`config.mk`:
```
export PLATFORM = sky130hd
export DESIGN_NAME = fwrisc_prog_loader_flat
export DESIGN_NICKNAME = d
export VERILOG_FILES = /design/src/rtl/fwrisc_loader_pkg.sv /design/src/rtl/fwrisc_prog_loader_if.sv /design/src/rtl/fwrisc_loader_word_asm.sv /design/src/rtl/fwrisc_prog_loader.sv /design/src/flat_wrapper.sv
export SDC_FILE = /design/constraint.sdc
export NUM_CORES = 1
export LEC_CHECK = 0
export CORE_ASPECT_RATIO = 1.4
export CORE_MARGIN = 3
export CORE_UTILIZATION = 50
export DETAILED_ROUTE_END_ITERATION = 8
export PLACE_DENSITY = 0.83
export SYNTH_ARGS = -nofsm -noshare
export SYNTH_HDL_FRONTEND = slang
export SYNTH_SLANG_ARGS = --single-unit
export TNS_END_PERCENT = 30
```
`constraint.sdc`:
```
create_clock -name clk -period 5.9 [get_ports clk]
set_input_delay 1.18 -clock clk [delete_from_list [all_inputs] [get_ports clk]]
set_output_delay 1.18 -clock clk [all_outputs]
set_load 0.02 [all_outputs]
```
`src/rtl/fwrisc_loader_pkg.sv`:
```
// Shared types and constants for the framed program loader.
package fwrisc_loader_pkg;

  typedef enum logic [2:0] {
    StSync,
    StLenH,
    StLenL,
    StData,
    StCsum,
    StDone
  } loader_state_e;

  localparam logic [1:0] ErrNone    = 2'd0;
  localparam logic [1:0] ErrLen     = 2'd1;
  localparam logic [1:0] ErrCsum    = 2'd2;
  localparam logic [1:0] ErrTimeout = 2'd3;

  localparam logic [7:0] SyncByteDefault = 8'hA5;

endpackage

```
`src/rtl/fwrisc_prog_loader_if.sv`:
```
// UART receive handshake and ITCM write port seen by the program loader.
interface fwrisc_prog_loader_if #(
  parameter int unsigned AW = 12
);
  logic [7:0]    rx_data_i;
  logic          rx_valid_i;
  logic          rx_en_o;
  logic          full_o;
  logic          rom_we_o;
  logic [AW-1:0] rom_addr_o;
  logic [31:0]   rom_wdata_o;

  modport master (
    input  rx_data_i,
    input  rx_valid_i,
    output rx_en_o,
    output full_o,
    output rom_we_o,
    output rom_addr_o,
    output rom_wdata_o
  );

  modport slave (
    output rx_data_i,
    output rx_valid_i,
    input  rx_en_o,
    input  full_o,
    input  rom_we_o,
    input  rom_addr_o,
    input  rom_wdata_o
  );
endinterface

```
`src/rtl/fwrisc_loader_word_asm.sv`:
```
// Big-endian byte-to-word assembler; pulses word_valid_o the cycle after the 4th byte.
module fwrisc_loader_word_asm (
  input  logic        clk,
  input  logic        rst_n,
  input  logic        clear_i,
  input  logic        valid_i,
  input  logic [7:0]  data_i,
  output logic        last_byte_o,
  output logic        word_valid_o,
  output logic [31:0] word_o
);
  logic [1:0]  cnt_q, cnt_d;
  logic [31:0] sr_q, sr_d;
  logic        valid_q, valid_d;

  // Next accepted byte completes the current word.
  assign last_byte_o  = (cnt_q == 2'd3);
  assign word_valid_o = valid_q;
  assign word_o       = sr_q;

  always_comb begin
    cnt_d   = cnt_q;
    sr_d    = sr_q;
    valid_d = 1'b0;
    if (clear_i) begin
      cnt_d = 2'd0;
    end else if (valid_i) begin
      sr_d    = {sr_q[23:0], data_i};
      cnt_d   = cnt_q + 2'd1;
      valid_d = (cnt_q == 2'd3);
    end
  end

  always_ff @(posedge clk or negedge rst_n) begin
    if (!rst_n) begin
      cnt_q   <= 2'd0;
      sr_q    <= 32'd0;
      valid_q <= 1'b0;
    end else begin
      cnt_q   <= cnt_d;
      sr_q    <= sr_d;
      valid_q <= valid_d;
    end
  end
endmodule

```
`src/rtl/fwrisc_prog_loader.sv`:
```
// Framed ITCM loader: sync, 16-bit word count, payload, mod-256 checksum.
module fwrisc_prog_loader
  import fwrisc_loader_pkg::*;
#(
  parameter int unsigned DEPTH     = 4096,
  parameter int unsigned AW        = $clog2(DEPTH),
  parameter logic [7:0]  SYNC_BYTE = SyncByteDefault,
  parameter int unsigned TIMEOUT   = 1_000_000
) (
  input  logic                 clk,
  input  logic                 rst_n,
  fwrisc_prog_loader_if.master bus,
  output logic                 busy_o,
  output logic                 done_o,
  output logic [1:0]           err_o
);
  localparam int unsigned TW = $clog2(TIMEOUT + 1);

  loader_state_e state_q, state_d;
  logic [1:0]    err_q, err_d;
  logic [15:0]   len_q, len_d;
  logic [7:0]    csum_q, csum_d;
  logic [AW:0]   word_cnt_q, word_cnt_d;
  logic [TW-1:0] idle_q, idle_d;
  logic [AW-1:0] rom_addr_q, rom_addr_d;

  logic        strobe, active, timeout;
  logic        asm_valid, asm_clear, asm_last;
  logic [7:0]  rx;

  assign rx      = bus.rx_data_i;
  assign strobe  = bus.rx_valid_i;
  assign active  = (state_q != StSync) && (state_q != StDone);
  // An arriving byte always beats the timeout in the same cycle.
  assign timeout = active && !strobe && (idle_q == TW'(TIMEOUT - 1));

  fwrisc_loader_word_asm u_word_asm (
    .clk          (clk),
    .rst_n        (rst_n),
    .clear_i      (asm_clear),
    .valid_i      (asm_valid),
    .data_i       (rx),
    .last_byte_o  (asm_last),
    .word_valid_o (bus.rom_we_o),
    .word_o       (bus.rom_wdata_o)
  );

  always_comb begin
    state_d    = state_q;
    err_d      = err_q;
    len_d      = len_q;
    csum_d     = csum_q;
    word_cnt_d = word_cnt_q;
    rom_addr_d = rom_addr_q;
    idle_d     = '0;
    asm_valid  = 1'b0;
    asm_clear  = 1'b0;

    if (active && !strobe) idle_d = idle_q + TW'(1);

    if (timeout) begin
      err_d      = ErrTimeout;
      word_cnt_d = '0;
      asm_clear  = 1'b1;
      idle_d     = '0;
      state_d    = StSync;
    end else if (strobe) begin
      unique case (state_q)
        StSync: begin
          if (rx == SYNC_BYTE) begin
            err_d      = ErrNone;
            csum_d     = 8'd0;
            word_cnt_d = '0;
            asm_clear  = 1'b1;
            state_d    = StLenH;
          end
        end
        StLenH: begin
          len_d   = {8'h00, rx};
          csum_d  = csum_q + rx;
          state_d = StLenL;
        end
        StLenL: begin
          len_d  = {len_q[7:0], rx};
          csum_d = csum_q + rx;
          if ((len_d == 16'd0) || (32'(len_d) > DEPTH)) begin
            err_d   = ErrLen;
            state_d = StSync;
          end else begin
            state_d = StData;
          end
        end
        StData: begin
          csum_d    = csum_q + rx;
          asm_valid = 1'b1;
          if (asm_last) begin
            rom_addr_d = word_cnt_q[AW-1:0];
            word_cnt_d = word_cnt_q + {{AW{1'b0}}, 1'b1};
            if (32'(word_cnt_q) + 32'd1 == 32'(len_q)) state_d = StCsum;
          end
        end
        StCsum: begin
          if (rx == csum_q) begin
            state_d = StDone;
          end else begin
            err_d   = ErrCsum;
            state_d = StSync;
          end
        end
        StDone: ;
        default: state_d = StSync;
      endcase
    end
  end

  always_ff @(posedge clk or negedge rst_n) begin
    if (!rst_n) begin
      state_q    <= StSync;
      err_q      <= ErrNone;
      len_q      <= 16'd0;
      csum_q     <= 8'd0;
      word_cnt_q <= '0;
      idle_q     <= '0;
      rom_addr_q <= '0;
    end else begin
      state_q    <= state_d;
      err_q      <= err_d;
      len_q      <= len_d;
      csum_q     <= csum_d;
      word_cnt_q <= word_cnt_d;
      idle_q     <= idle_d;
      rom_addr_q <= rom_addr_d;
    end
  end

  assign bus.rom_addr_o = rom_addr_q;
  assign bus.rx_en_o    = (state_q != StDone);
  assign bus.full_o     = (state_q == StDone);
  assign busy_o         = active;
  assign done_o         = (state_q == StDone);
  assign err_o          = err_q;
endmodule

```
`src/flat_wrapper.sv`:
```
// flat-port wrapper written by rule: the top's interface ports become plain ports
module fwrisc_prog_loader_flat import fwrisc_loader_pkg::*;
#(
  parameter int unsigned DEPTH     = 4096,
  parameter int unsigned AW        = $clog2(DEPTH),
  parameter logic [7:0]  SYNC_BYTE = SyncByteDefault,
  parameter int unsigned TIMEOUT   = 1_000_000
)
  (clk, rst_n, busy_o, done_o, err_o, bus_rx_data_i, bus_rx_valid_i, bus_rx_en_o, bus_full_o, bus_rom_we_o, bus_rom_addr_o, bus_rom_wdata_o);
  fwrisc_prog_loader_if #(.AW(AW)) bus_i ();
  input  logic clk;
  input  logic rst_n;
  output logic busy_o;
  output logic done_o;
  output logic [1:0] err_o;
  input wire logic [$bits(bus_i.rx_data_i)-1:0] bus_rx_data_i;
  input wire logic [$bits(bus_i.rx_valid_i)-1:0] bus_rx_valid_i;
  output wire logic [$bits(bus_i.rx_en_o)-1:0] bus_rx_en_o;
  output wire logic [$bits(bus_i.full_o)-1:0] bus_full_o;
  output wire logic [$bits(bus_i.rom_we_o)-1:0] bus_rom_we_o;
  output wire logic [$bits(bus_i.rom_addr_o)-1:0] bus_rom_addr_o;
  output wire logic [$bits(bus_i.rom_wdata_o)-1:0] bus_rom_wdata_o;
  assign bus_i.rx_data_i = bus_rx_data_i;
  assign bus_i.rx_valid_i = bus_rx_valid_i;
  assign bus_rx_en_o = bus_i.rx_en_o;
  assign bus_full_o = bus_i.full_o;
  assign bus_rom_we_o = bus_i.rom_we_o;
  assign bus_rom_addr_o = bus_i.rom_addr_o;
  assign bus_rom_wdata_o = bus_i.rom_wdata_o;
  fwrisc_prog_loader #(.DEPTH(DEPTH), .AW(AW), .SYNC_BYTE(SYNC_BYTE), .TIMEOUT(TIMEOUT)) u_core (.clk(clk), .rst_n(rst_n), .bus(bus_i), .busy_o(busy_o), .done_o(done_o), .err_o(err_o));
endmodule
```
Yosys cells after proc, flatten, opt, wreduce, memory -nomap -nowiden
Cells that the tools add are included.
Operators by class
  add/subtract/negate cells: 5
  $lt $le $gt $ge: 1
  eq/ne operators: 18
  multiplexer cells: 35
  bitwise operators: 2
  reductions and logical operators: 22
Operators by type and width (number)
  $mux 13: 4
  $mux 20: 2
  $eq 32x16->1: 1
  $pmux 16 s2: 1
  $pmux 13 s2: 1
  $add 20x1->20 const B: 1
  $eq 20x20->1 const B: 1
  $mux 3: 6
  $pmux 3 s6: 1
  $gt 16x13->1 const B: 1
  $logic_not 16->1: 1
  $mux 2: 8
  $pmux 8 s2: 1
  $add 13x1->14 const B: 1
  $add 13x1->13 const B: 1
  $ne 3x1->1 const B: 4
  $reduce_and 4->1: 3
  $reduce_and 5->1: 2
  $mux 1: 9
  $add 8x8->8: 1
  $eq 8x8->1: 1
  $eq 8x8->1 const B: 1
  $mux 8: 1
  $reduce_bool 2->1: 4
  other kinds (19): 26
Word-level totals
  register bits after elaboration: 109
  input port bits: 11
  output and inout bits: 51

Longest topological paths before layout
Gate-level depths: netlist of run 1.
  word-level depth: 7
  mapped depth: 10
  gate-level depth less buffers: 10

Hierarchy
Synthesis of run 1 repeated with hierarchy kept, for this count alone.
Second synthesis, totals
  cells, all modules: 539
  area total of the unflattened synthesis: 5686.7 um2
By module, submodules not included
  fwrisc_prog_loader: times used 1, cells each 461, area each 4211.5 um2, sequential area each 1851.8 um2
  fwrisc_loader_word_asm: times used 1, cells each 78, area each 1475.2 um2, sequential area each 875.8 um2

Worst setup path after synthesis of run 1
Ideal clock, no wire load.
  kind: input to register
  from: input port bus_rx_data_i[1]
  to: register u_core.state_q[0]
  setup time: 66 ps
  arrival: 2979 ps
  required time: 5834 ps
  slack: 2856 ps
  stages: 7
  path buffers: 0
  cells stage by stage: or4_1 nor2_1 o311ai_0 nor4_1 nand4_1 a211oi_1 a31o_1
Between the ends
  word-level cells in the longest chain between the ends: 6
RTL lines
  from (decl): line flat_wrapper.sv:16  | input wire logic [$bits(bus_i.rx_data_i)-1:0] bus_rx_data_i;
  $gt 16x13->1 / $logic_not 16->1 (equally long branches): line fwrisc_prog_loader.sv:86  | if ((len_d == 16'd0) || (32'(len_d) > DEPTH)) begin
  $logic_or 1x1->1: line fwrisc_prog_loader.sv:86
  $mux 2: line fwrisc_prog_loader.sv:86
  $pmux 3 s6: line fwrisc_prog_loader.sv:68  | unique case (state_q)
  $mux 3: line fwrisc_prog_loader.sv:67  | end else if (strobe) begin
  $mux 3: line fwrisc_prog_loader.sv:61  | if (timeout) begin
  to (signal assigned): line fwrisc_prog_loader.sv:118  | state_q <= StSync;
  to (signal assigned): line fwrisc_prog_loader.sv:126  | state_q <= state_d;
  to (decl): line fwrisc_prog_loader.sv:19  | loader_state_e state_q, state_d;
Several ways; a longest one is shown, not always the timed one. The select of a mux whose other input is x is not followed.
A chain may end at the register's enable or synchronous reset.

Final worst setup path of run 1
Ends and elaborated chain as after synthesis.

==> flow_metrics.py, run 1 <==
metrics = {
    "clocking": {
        "cts_hold_buf": 0,
        "clockBufferDepth": 2,
        "cts_setup_buffers": 0,
        "clock_latency_ps": 360,
        "cts.sinks": 109,
        "cts_tree": "done",
        "numCtsBuffers": 9,
        "cts_resized": 0,
        "root_buffer": "clkbuf_16",
        "clk_pin_slew_ps": 70,
        "h-tree-depth": 3,
    },
    "setup_path": {
        "startpoint_type": "primary input",
        "r2r-end": "u_core.word_cnt_q[5]",
        "critical_path_class": "primary input to register",
        "crit_end": "u_core.state_q[0]",
        "crit_arrival_ps": 3750,
        "regToRegStartpoint": "u_core.state_q[1]",
        "path_max_fanout": 4,
        "reg2reg_setup_slack_ps": 3020,
        "reg2reg_depth": 7,
        "worstSetupEndpointType": "register",
        "worstPathRequired_ps": 6200,
        "critical_path.startpoint": "bus_rx_data_i[1]",
    },
    "die": {
        "placement_rows": 44,
        "die_h_um": 128,
        "fp.dieArea_sq_um": 12000,
        "start_util": 0.513,
        "ios": 62,
        "core_area_sq_um": 10400,
        "die_w_um": 93.3,
    },
    "logic_synthesis": {
        "async_flop_share": 1.00,
        "yosysWarnings": 0,
        "ys_seq_area_frac": 0.511,
        "yosys_most_used_dff": "dfrtp_1",
        "syn_inst": 490,
        "ys_ff_latch": 109,
        "synth_area_leaders": "dfrtp_1 (51%), mux2_2 (11%), xor2_1 (3.9%)",
        "synth.largest_area_cell": "dfrtp_1",
        "synth_top_area_frac": 0.511,
        "synth_common_cells": "dfrtp_1 (109), mux2_2 (51), nor2_1 (48)",
        "synth_edf_count": 0,
        "avgSynthCellArea_sq_um": 10.9,
        "syn_nets": 512,
        "synth_cell_type_count": 54,
        "syn_area_sq_um": 5330,
        "synth_most_common_cell": "dfrtp_1",
    },
    "routing": {
        "drt_iter0_drc": 281,
        "num_vias": 3922,
        "ant_nets": 0,
        "wire_per_inst_um": 16.8,
        "drt-total-wl_mm": 11.6,
        "dr.pass1.iters": 7,
        "vias_per_cell": 5.70,
        "drc": 0,
    },
    "placed_design": {
        "place_ws_ps": 2110,
        "port_buffers": 61,
        "dpl.hpwl_mm": 8.16,
        "place.gp.congestion": 0.933,
    },
    "pwr": {
        "cellLeakagePower_nw": 2.79,
        "powerDensity_nw_per_um2": 438,
        "max-vdd-ir-drop_v": 0.000370,
    },
    "grt": {
        "grt_use_total": 0.207,
        "grt_max_degree": 62,
        "grt_pass1_vias": 4056,
        "antenna_found_initial": 0,
        "grt_pass1_wl_mm": 19.5,
        "gr-total-overflow": 0,
    },
    "sta": {
        "finalCriticalPeriod_ps": 3450,
        "setup_viol": 0,
        "timing_hold_violations_final": 0,
        "post-route-period-util": 0.584,
        "drv_slew": 0,
        "rsz0062_at_grt": "no",
        "slew_headroom": 0.221,
        "max_slew.worst_pin.slew_ps": 1160,
        "skew_ps": 6.09,
        "fmax_ghz": 0.290,
        "layout_setup_ws_ps": 2450,
        "finalSetupTns_ps": 0,
    },
    "final_layout": {
        "final_util": 0.609,
        "area_growth_pct": 18.8,
        "final_net_count": 567,
        "n_antenna_cell": 0,
        "drive_gt1_frac": 0.144,
    },
    "min_path": {
        "min_path_type": "register to register",
    },
    "outcome": {
        "outcome": "complete, no violations",
    },
    "run": {
        "cap_violations": 0,
    },
}
==> how the worst min path moves through the flow <==
stage | startpoint | end | slack, ps | depth (start not counted)
floorplan | u_core.csum_q[2] | u_core.csum_q[2] | 450 | 2
global placement | u_core.csum_q[2] | u_core.csum_q[2] | 470 | 2
detailed placement | u_core.csum_q[2] | u_core.csum_q[2] | 480 | 2
CTS | u_core.csum_q[2] | u_core.csum_q[2] | 500 | 2
global route | u_core.csum_q[5] | u_core.csum_q[5] | 530 | 1
finish | u_core.csum_q[2] | u_core.csum_q[2] | 490 | 2
==> metal layers <==
layer	vias to the layer above	wire length (um)	track usage
met5	-	0	0
met4	0	440	0.112
met3	37	647	0.0505
met2	129	5930	0.350
met1	1897	4550	0.240
li1	1859	-	-
==> sequential cells by signal, summed over array words and instances, names as in the netlist <==
signal                          count
u_core.bus.rom_addr_o              12
u_core.len_q                       16
u_core.state_q                      3
u_core.u_word_asm.word_valid_o      1
u_core.err_o                        2
u_core.u_word_asm.word_o           32
u_core.word_cnt_q                  13
u_core.u_word_asm.cnt_q             2
u_core.csum_q                       8
u_core.idle_q                      20
==> critical path, cell delays in order <==
cell and delay (ps):
clkdlybuf4s50_1 450, or4_1 590, nor2_1 240, o311ai_0 290, nor4_1 360, nand4_1 210, a211oi_1 290, a31o_1 140
==> report_power, final <==
part	internal, mW	leakage [nW]	switching [mW]
registers	0.947	1.44	0.196
clock network	0.298	0.143	0.298
logic	0.525	1.21	0.511
total	1.77	2.79	1.00
==> cells in the final DEF, fill, tap and decap left out, drive strengths merged, types with 3 or more instances in the layout <==
master / n
clkinv: 3
xnor2: 18
ha: 10
dfrtp: 109
clkbuf: 9
nor3: 12
buf: 4
nand4: 6
or4: 5
o31ai: 6
a21oi: 15
xor2: 24
or3: 3
nor4: 8
nand2: 30
a31oi: 3
nand2b: 5
clkdlybuf4s50: 60
nor2: 50
mux2: 51
nand3: 21
inv: 13
nor2b: 8
and3: 3
a22o: 12
o21ai: 30
==> area by class of cell <==
| cell class | count | area [sq um] |
|---|---|---|
| clock inverter | 7 | 68.8 |
| sequential | 109 | 2730 |
| multi-input combinational | 351 | 2470 |
| clock buffer | 9 | 225 |
| fill | 799 | 4070 |
| tap | 138 | 173 |
| timing repair buffer | 64 | 631 |
| inverter | 10 | 37.5 |
==> cell families (layout without fill, tap and decap cells) <==
logic type | count (synthesis) | count (layout) | synth area share
compound gates | 84 | 84 | 0.102
xor+xnor | 42 | 42 | 0.0690
fa+ha+maj | 11 | 11 | 0.0272
buf+inv | 30 | 90 | 0.0249
flops | 109 | 109 | 0.511
mux | 53 | 53 | 0.111
simple gates | 161 | 161 | 0.154
==> metrics by stage <==
stage	total power [mW]	instance area, sq um	std cells	hold WS, ps
after global placement	2.15	6040	672	465
final	2.77	6330	688	492
after detailed placement	2.19	6040	672	479
after floorplan	1.78	5330	490	447
after global routing	2.94	6330	688	528
after CTS	2.79	6330	688	496
No activity file was read; power rests on OpenSTA's default activity.
==> run 2, diff against run 1 <==
==> constraint.sdc (replaced) <==
create_clock -name clk -period 3.4 [get_ports clk]
set_input_delay 0.68 -clock clk [delete_from_list [all_inputs] [get_ports clk]]
set_output_delay 0.68 -clock clk [all_outputs]
set_load 0.02 [all_outputs]
==> run 2 against run 1 <==
Compared with the run above: sequential share of layout area down 0.45 points; clock power up 78%; worst setup slack worse by 2000 ps; die area unchanged; combinational power up 75%; largest cell class unchanged; clock skew down 0.61 ps; critical path type unchanged; via count up 1.1%; flip-flop and latch count unchanged; first-iteration DRC count down 14%; global-route usage up 0.26 points; critical endpoint is now u_core.state_q[2].
==> flow_metrics.py, run 2 (synthesized netlist as in run 1, its figures left out) <==
metrics = {
    "outcome": {
        "outcome": "complete, no violations",
    },
    "grt": {
        "grt_use_total": 0.210,
        "antenna_found_initial": 0,
        "grt_pass1_vias": 4175,
        "gr-total-overflow": 0,
        "grt_pass1_wl_mm": 20.1,
        "grt_max_degree": 55,
    },
    "clocking": {
        "clk_pin_slew_ps": 80,
        "cts_hold_buf": 0,
        "clock_latency_ps": 350,
        "h-tree-depth": 3,
        "cts_tree": "done",
        "numCtsBuffers": 9,
        "clockBufferDepth": 2,
        "cts_setup_buffers": 0,
        "cts.sinks": 109,
        "cts_resized": 0,
        "root_buffer": "clkbuf_16",
    },
    "die": {
        "core_area_sq_um": 10400,
        "die_h_um": 128,
        "placement_rows": 44,
        "fp.dieArea_sq_um": 12000,
        "ios": 62,
        "die_w_um": 93.3,
        "start_util": 0.513,
    },
    "routing": {
        "wire_per_inst_um": 16.8,
        "num_vias": 3964,
        "dr.pass1.iters": 5,
        "drt_iter0_drc": 242,
        "drt-total-wl_mm": 11.6,
        "vias_per_cell": 5.72,
        "drc": 0,
        "ant_nets": 0,
    },
    "final_layout": {
        "n_antenna_cell": 0,
        "mostFrequentLayoutCells": "dfrtp_1 (109), clkdlybuf4s50_1 (60), mux2_2 (51)",
        "largest_register_ffs": 32,
        "final_util": 0.615,
        "area_growth_pct": 20.1,
        "drive_gt1_frac": 0.151,
        "fillerInstances": 794,
        "final_net_count": 572,
        "stdcell_count": 693,
        "final_common_cell": "dfrtp_1",
    },
    "setup_path": {
        "critical_path_class": "primary input to register",
        "path_max_fanout": 4,
        "crit_end": "u_core.state_q[2]",
        "r2r-end": "u_core.state_q[2]",
        "cp.depth": 8,
        "cp_top_family": "simple AND/OR/NAND/NOR gates",
        "reg2reg_setup_slack_ps": 600,
        "startpoint_type": "primary input",
        "cp_cell_sequence": "clkdlybuf4s50_1 -> or4_1 -> nor2_1 -> o311ai_0 -> nor4_1 -> nand4_1 -> o21bai_1 -> a21oi_1",
        "path_buf_inv": 1,
        "reg2reg_depth": 9,
        "worstPathRequired_ps": 3680,
        "critical_path.startpoint": "bus_rx_data_i[1]",
        "critical-path-max-stage-delay_ps": 610,
        "crit_arrival_ps": 3250,
        "slowest_stage": "or4_1",
        "regToRegStartpoint": "u_core.word_cnt_q[0]",
        "worstSetupEndpointType": "register",
    },
    "pwr": {
        "p_int_mw": 3.10,
        "pwr-share-clk": 0.218,
        "pwr-share-seq": 0.408,
        "powerDensity_nw_per_um2": 759,
        "comb_power_share": 0.374,
        "cellLeakagePower_nw": 2.83,
        "switchingPower_mw": 1.76,
        "sw_frac_of_total": 0.363,
        "max-vdd-ir-drop_v": 0.000645,
    },
    "sta": {
        "max_slew.worst_pin.slew_ps": 679,
        "fmax_ghz": 0.337,
        "slew_headroom": 0.542,
        "setup_viol": 0,
        "post-route-period-util": 0.873,
        "skew_ps": 5.48,
        "timing_hold_violations_final": 0,
        "rsz0062_at_grt": "no",
        "finalCriticalPeriod_ps": 2970,
        "drv_slew": 0,
        "finalSetupTns_ps": 0,
    },
    "min_path": {
        "min_path_type": "primary input to async pin",
    },
    "run": {
        "cap_violations": 0,
    },
    "placed_design": {
        "dpl.hpwl_mm": 8.53,
        "place.gp.congestion": 0.871,
        "place_inst": 677,
        "port_buffers": 61,
    },
}
[run 2: how the worst min path moves through the flow]
stage	end	slack (ps)	cells after the start
after floorplan	u_core.bus.rom_addr_o[0]	380	0
after global placement	u_core.csum_q[2]	480	2
after detailed placement	u_core.csum_q[2]	480	2
after CTS	u_core.idle_q[14]	390	1
after global routing	u_core.idle_q[14]	410	1
final	u_core.idle_q[13]	350	1
[run 2: layout make-up]
cell class	instances	area [sq um]	share of cell area
timing repair buffer	69	681	0.106
inverter	10	37.5	0.00586
tap	138	173	0.0270
multi-input combinational	351	2470	0.386
clock inverter	7	86.3	0.0135
sequential	109	2730	0.426
clock buffer	9	225	0.0352
[run 2: metrics by stage]
stage | hold slack (ps) | total power, mW | cell area (sq um) | setup WS (ps)
after floorplan | 384 | 3.10 | 5330 | 856
after global placement | 476 | 3.75 | 6090 | 246
after detailed placement | 482 | 3.82 | 6090 | 113
after CTS | 386 | 4.90 | 6400 | 488
after global routing | 414 | 5.15 | 6400 | 243
final | 352 | 4.86 | 6400 | 431
[run 2: power groups by stage]
stage / combinational (mW) / sequential (mW) / clock (mW)
2_1_floorplan: 0.998 / 2.10 / 0
3_3_place_gp: 1.76 / 1.99 / 0
3_5_place_dp: 1.82 / 2.00 / 0
4_1_cts: 1.83 / 1.98 / 1.09
5_1_grt: 1.98 / 2.03 / 1.14
6_report: 1.82 / 1.99 / 1.06
[run 2: layer usage]
metal	track usage	share of wire
met4	0.0940	0.028
met2	0.362	0.53
met5	0	0
met3	0.0464	0.046
met1	0.248	0.39
[run 2: worst reg2reg max path: stages, from the launching register on]
cell	delay (ps)
dfrtp_1	510
ha_1	290
nand3_1	210
nor4_1	560
xnor2_1	170
o21ai_0	130
nor4_1	260
nand4_1	200
o21bai_1	230
a21oi_1	160
==> run 3, diff against run 2 <==
--- a/config.mk
+++ b/config.mk
@@ -8,9 +8,12 @@
 export CORE_ASPECT_RATIO = 1.4
 export CORE_MARGIN = 3
 export CORE_UTILIZATION = 50
+export CTS_CLUSTER_DIAMETER = 50
 export DETAILED_ROUTE_END_ITERATION = 8
+export GPL_TIMING_DRIVEN = 0
 export PLACE_DENSITY = 0.83
 export SYNTH_ARGS = -nofsm -noshare
 export SYNTH_HDL_FRONTEND = slang
+export SYNTH_HIERARCHICAL = 1
 export SYNTH_SLANG_ARGS = --single-unit
 export TNS_END_PERCENT = 30
==> run 3 against run 2 <==
Compared with the run above: sequential share of layout area is 2.6 points lower; cell count up 9.2%; first-iteration DRC count up 35%; flip-flop and latch count unchanged; cell area increased by 6.6%; clock power rose by 7%; synthesized area up 6.6%; global-route usage increased by 1.3 points; clock skew grew 3.1 ps; register-to-register slack better by 160 ps; maximum frequency decreased by 1.0%; hold slack improved by 67 ps.
==> flow_metrics.py, run 3 <==
metrics = {
    "placed_design": {
        "place.gp.congestion": 0.916,
        "dpl.hpwl_mm": 9.51,
        "port_buffers": 61,
        "placed_cell_area_sq_um": 6500,
    },
    "final_layout": {
        "largest_register_ffs": 32,
        "n_antenna_cell": 0,
        "fin_area_sq_um": 6820,
        "final_net_count": 634,
        "multi_input_area_sq_um": 2750,
        "fillerInstances": 848,
        "seq_area_sq_um": 2730,
        "final_common_cell": "dfrtp_1",
        "mostFrequentLayoutCells": "dfrtp_1 (109), nand2_1 (82), clkdlybuf4s50_1 (60)",
        "drive_gt1_frac": 0.148,
        "area_growth_pct": 20.0,
    },
    "logic_synthesis": {
        "ys_seq_area_frac": 0.480,
        "yosysWarnings": 6,
        "synth_cell_type_count": 69,
        "synth_edf_count": 0,
        "synth_most_common_cell": "dfrtp_1",
        "avgSynthCellArea_sq_um": 10.6,
        "syn_inst": 539,
        "synth_common_cells": "dfrtp_1 (109), nand2_1 (82), nor2_1 (42)",
        "ys_ff_latch": 109,
        "async_flop_share": 1.00,
        "synth.largest_area_cell": "dfrtp_1",
        "syn_area_sq_um": 5690,
        "synth_top_area_frac": 0.480,
        "yosys_most_used_dff": "dfrtp_1",
        "syn_nets": 561,
        "synth_area_leaders": "dfrtp_1 (48%), mux2_4 (7.7%), nand2_1 (5.4%)",
    },
    "pwr": {
        "cellLeakagePower_nw": 2.96,
        "total_power_mw": 5.02,
        "max-vdd-ir-drop_v": 0.000285,
        "powerDensity_nw_per_um2": 735,
    },
    "setup_path": {
        "r2r-end": "u_core/u_word_asm/word_o[11]",
        "crit_arrival_ps": 2320,
        "critical_path_class": "register to primary output",
        "worstPathRequired_ps": 2720,
        "reg2reg_depth": 9,
        "reg2reg_setup_slack_ps": 760,
        "path_max_fanout": 10,
        "startpoint_type": "register",
        "regToRegStartpoint": "u_core/idle_q[0]",
        "worstSetupEndpointType": "primary output",
    },
    "grt": {
        "gr-total-overflow": 0,
        "grt_use_total": 0.223,
        "grt_pass1_vias": 4498,
        "antenna_found_initial": 0,
        "grt_pass1_wl_mm": 22.4,
        "grt_max_degree": 61,
    },
    "sta": {
        "setup_viol": 0,
        "finalSetupTns_ps": 0,
        "drv_slew": 0,
        "skew_ps": 8.62,
        "max_slew.worst_pin.slew_ps": 850,
        "post-route-period-util": 0.882,
        "timing_hold_violations_final": 0,
        "rsz0062_at_grt": "no",
        "slew_headroom": 0.428,
        "fmax_ghz": 0.333,
        "finalCriticalPeriod_ps": 3000,
    },
    "clocking": {
        "cts_resized": 0,
        "cts_setup_buffers": 0,
        "cts.sinks": 109,
        "root_buffer": "clkbuf_16",
        "clock_latency_ps": 340,
        "cts_tree": "done",
        "h-tree-depth": 3,
        "clk_pin_slew_ps": 70,
        "numCtsBuffers": 9,
        "cts_hold_buf": 0,
        "clockBufferDepth": 2,
    },
    "die": {
        "die_h_um": 132,
        "ios": 62,
        "placement_rows": 45,
        "fp.dieArea_sq_um": 12700,
        "core_area_sq_um": 11000,
        "start_util": 0.518,
        "die_w_um": 96.1,
    },
    "routing": {
        "vias_per_cell": 5.89,
        "drt-total-wl_mm": 13.6,
        "wire_per_inst_um": 17.9,
        "num_vias": 4458,
        "drc": 0,
        "drt_iter0_drc": 326,
        "dr.pass1.iters": 4,
        "ant_nets": 0,
    },
    "outcome": {
        "outcome": "complete, no violations",
    },
    "min_path": {
        "min_path_type": "primary input to async pin",
    },
    "run": {
        "cap_violations": 0,
    },
}
## run 3: cell count changes after synthesis, sizes merged, moves of 6 or more
cell	previous run	this run
and3	3	11
buf	6	17
clkbuf	14	8
mux2	51	40
nand2	30	82
nand3	21	13
nor2	50	42
xor2	24	14
## run 3: power breakdown
part	internal [mW]	switching, mW	leakage, nW
Sequential	1.62	0.318	1.46
Combinational	0.966	0.984	1.34
Clock	0.684	0.448	0.159
## run 3: worst max path at each step
stage                            from  slack, ps  cells past startpoint                          end
global placement                rst_n      -2360                      1  u_core/u_word_asm/word_o[5]
finish              u_core/state_q[2]        400                      6                       done_o
floorplan            bus_rx_data_i[1]       1030                      7  u_core/u_word_asm/word_o[0]
CTS                 u_core/state_q[2]        410                      6                       done_o
global route        u_core/state_q[2]        250                      6                       done_o
detailed placement   bus_rx_data_i[1]        290                      8  u_core/u_word_asm/word_o[3]
## run 3: stage by stage
stage	setup WS, ps	hold slack (ps)	utilization	std cells
after floorplan	1030	384	-	539
after global placement	-2360	456	0.590	741
after detailed placement	292	467	0.592	742
after CTS	407	449	0.622	757
after global routing	254	478	0.622	757
final	401	420	0.622	757
## run 3: area by class of cell
cell class / instances / area share
Buffer: 25 / 0.0248
Clock buffer: 12 / 0.0376
Clock inverter: 3 / 0.0101
Inverter: 10 / 0.00550
Multi-Input combinational cell: 395 / 0.403
Sequential cell: 109 / 0.400
Tap cell: 141 / 0.0259
Timing Repair Buffer: 62 / 0.0931
## run 3: cells by family after synthesis
logic type,share of synthesized area
AOI/OAI and AO/OA,0.105
xor gates and xnor gates,0.0570
adders and majority gates,0.0255
buffers and inverters,0.0363
DFF,0.480
muxes,0.102
and+or+nand+nor,0.195
## run 3: metal layers
metal	global-route usage	part of all wire	vias up
li1	-	-	2043
met1	0.276	0.41	2218
met2	0.379	0.52	152
met3	0.0303	0.037	45
met4	0.0989	0.035	0
met5	0	0	-
## run 3: critical path: stages (launching register included)
cell             delay, ps
dfrtp_1                320
buf_2                  180
clkbuf_1               390
nand2_1                260
inv_1                  140
buf_4                  110
clkdlybuf4s50_1        590
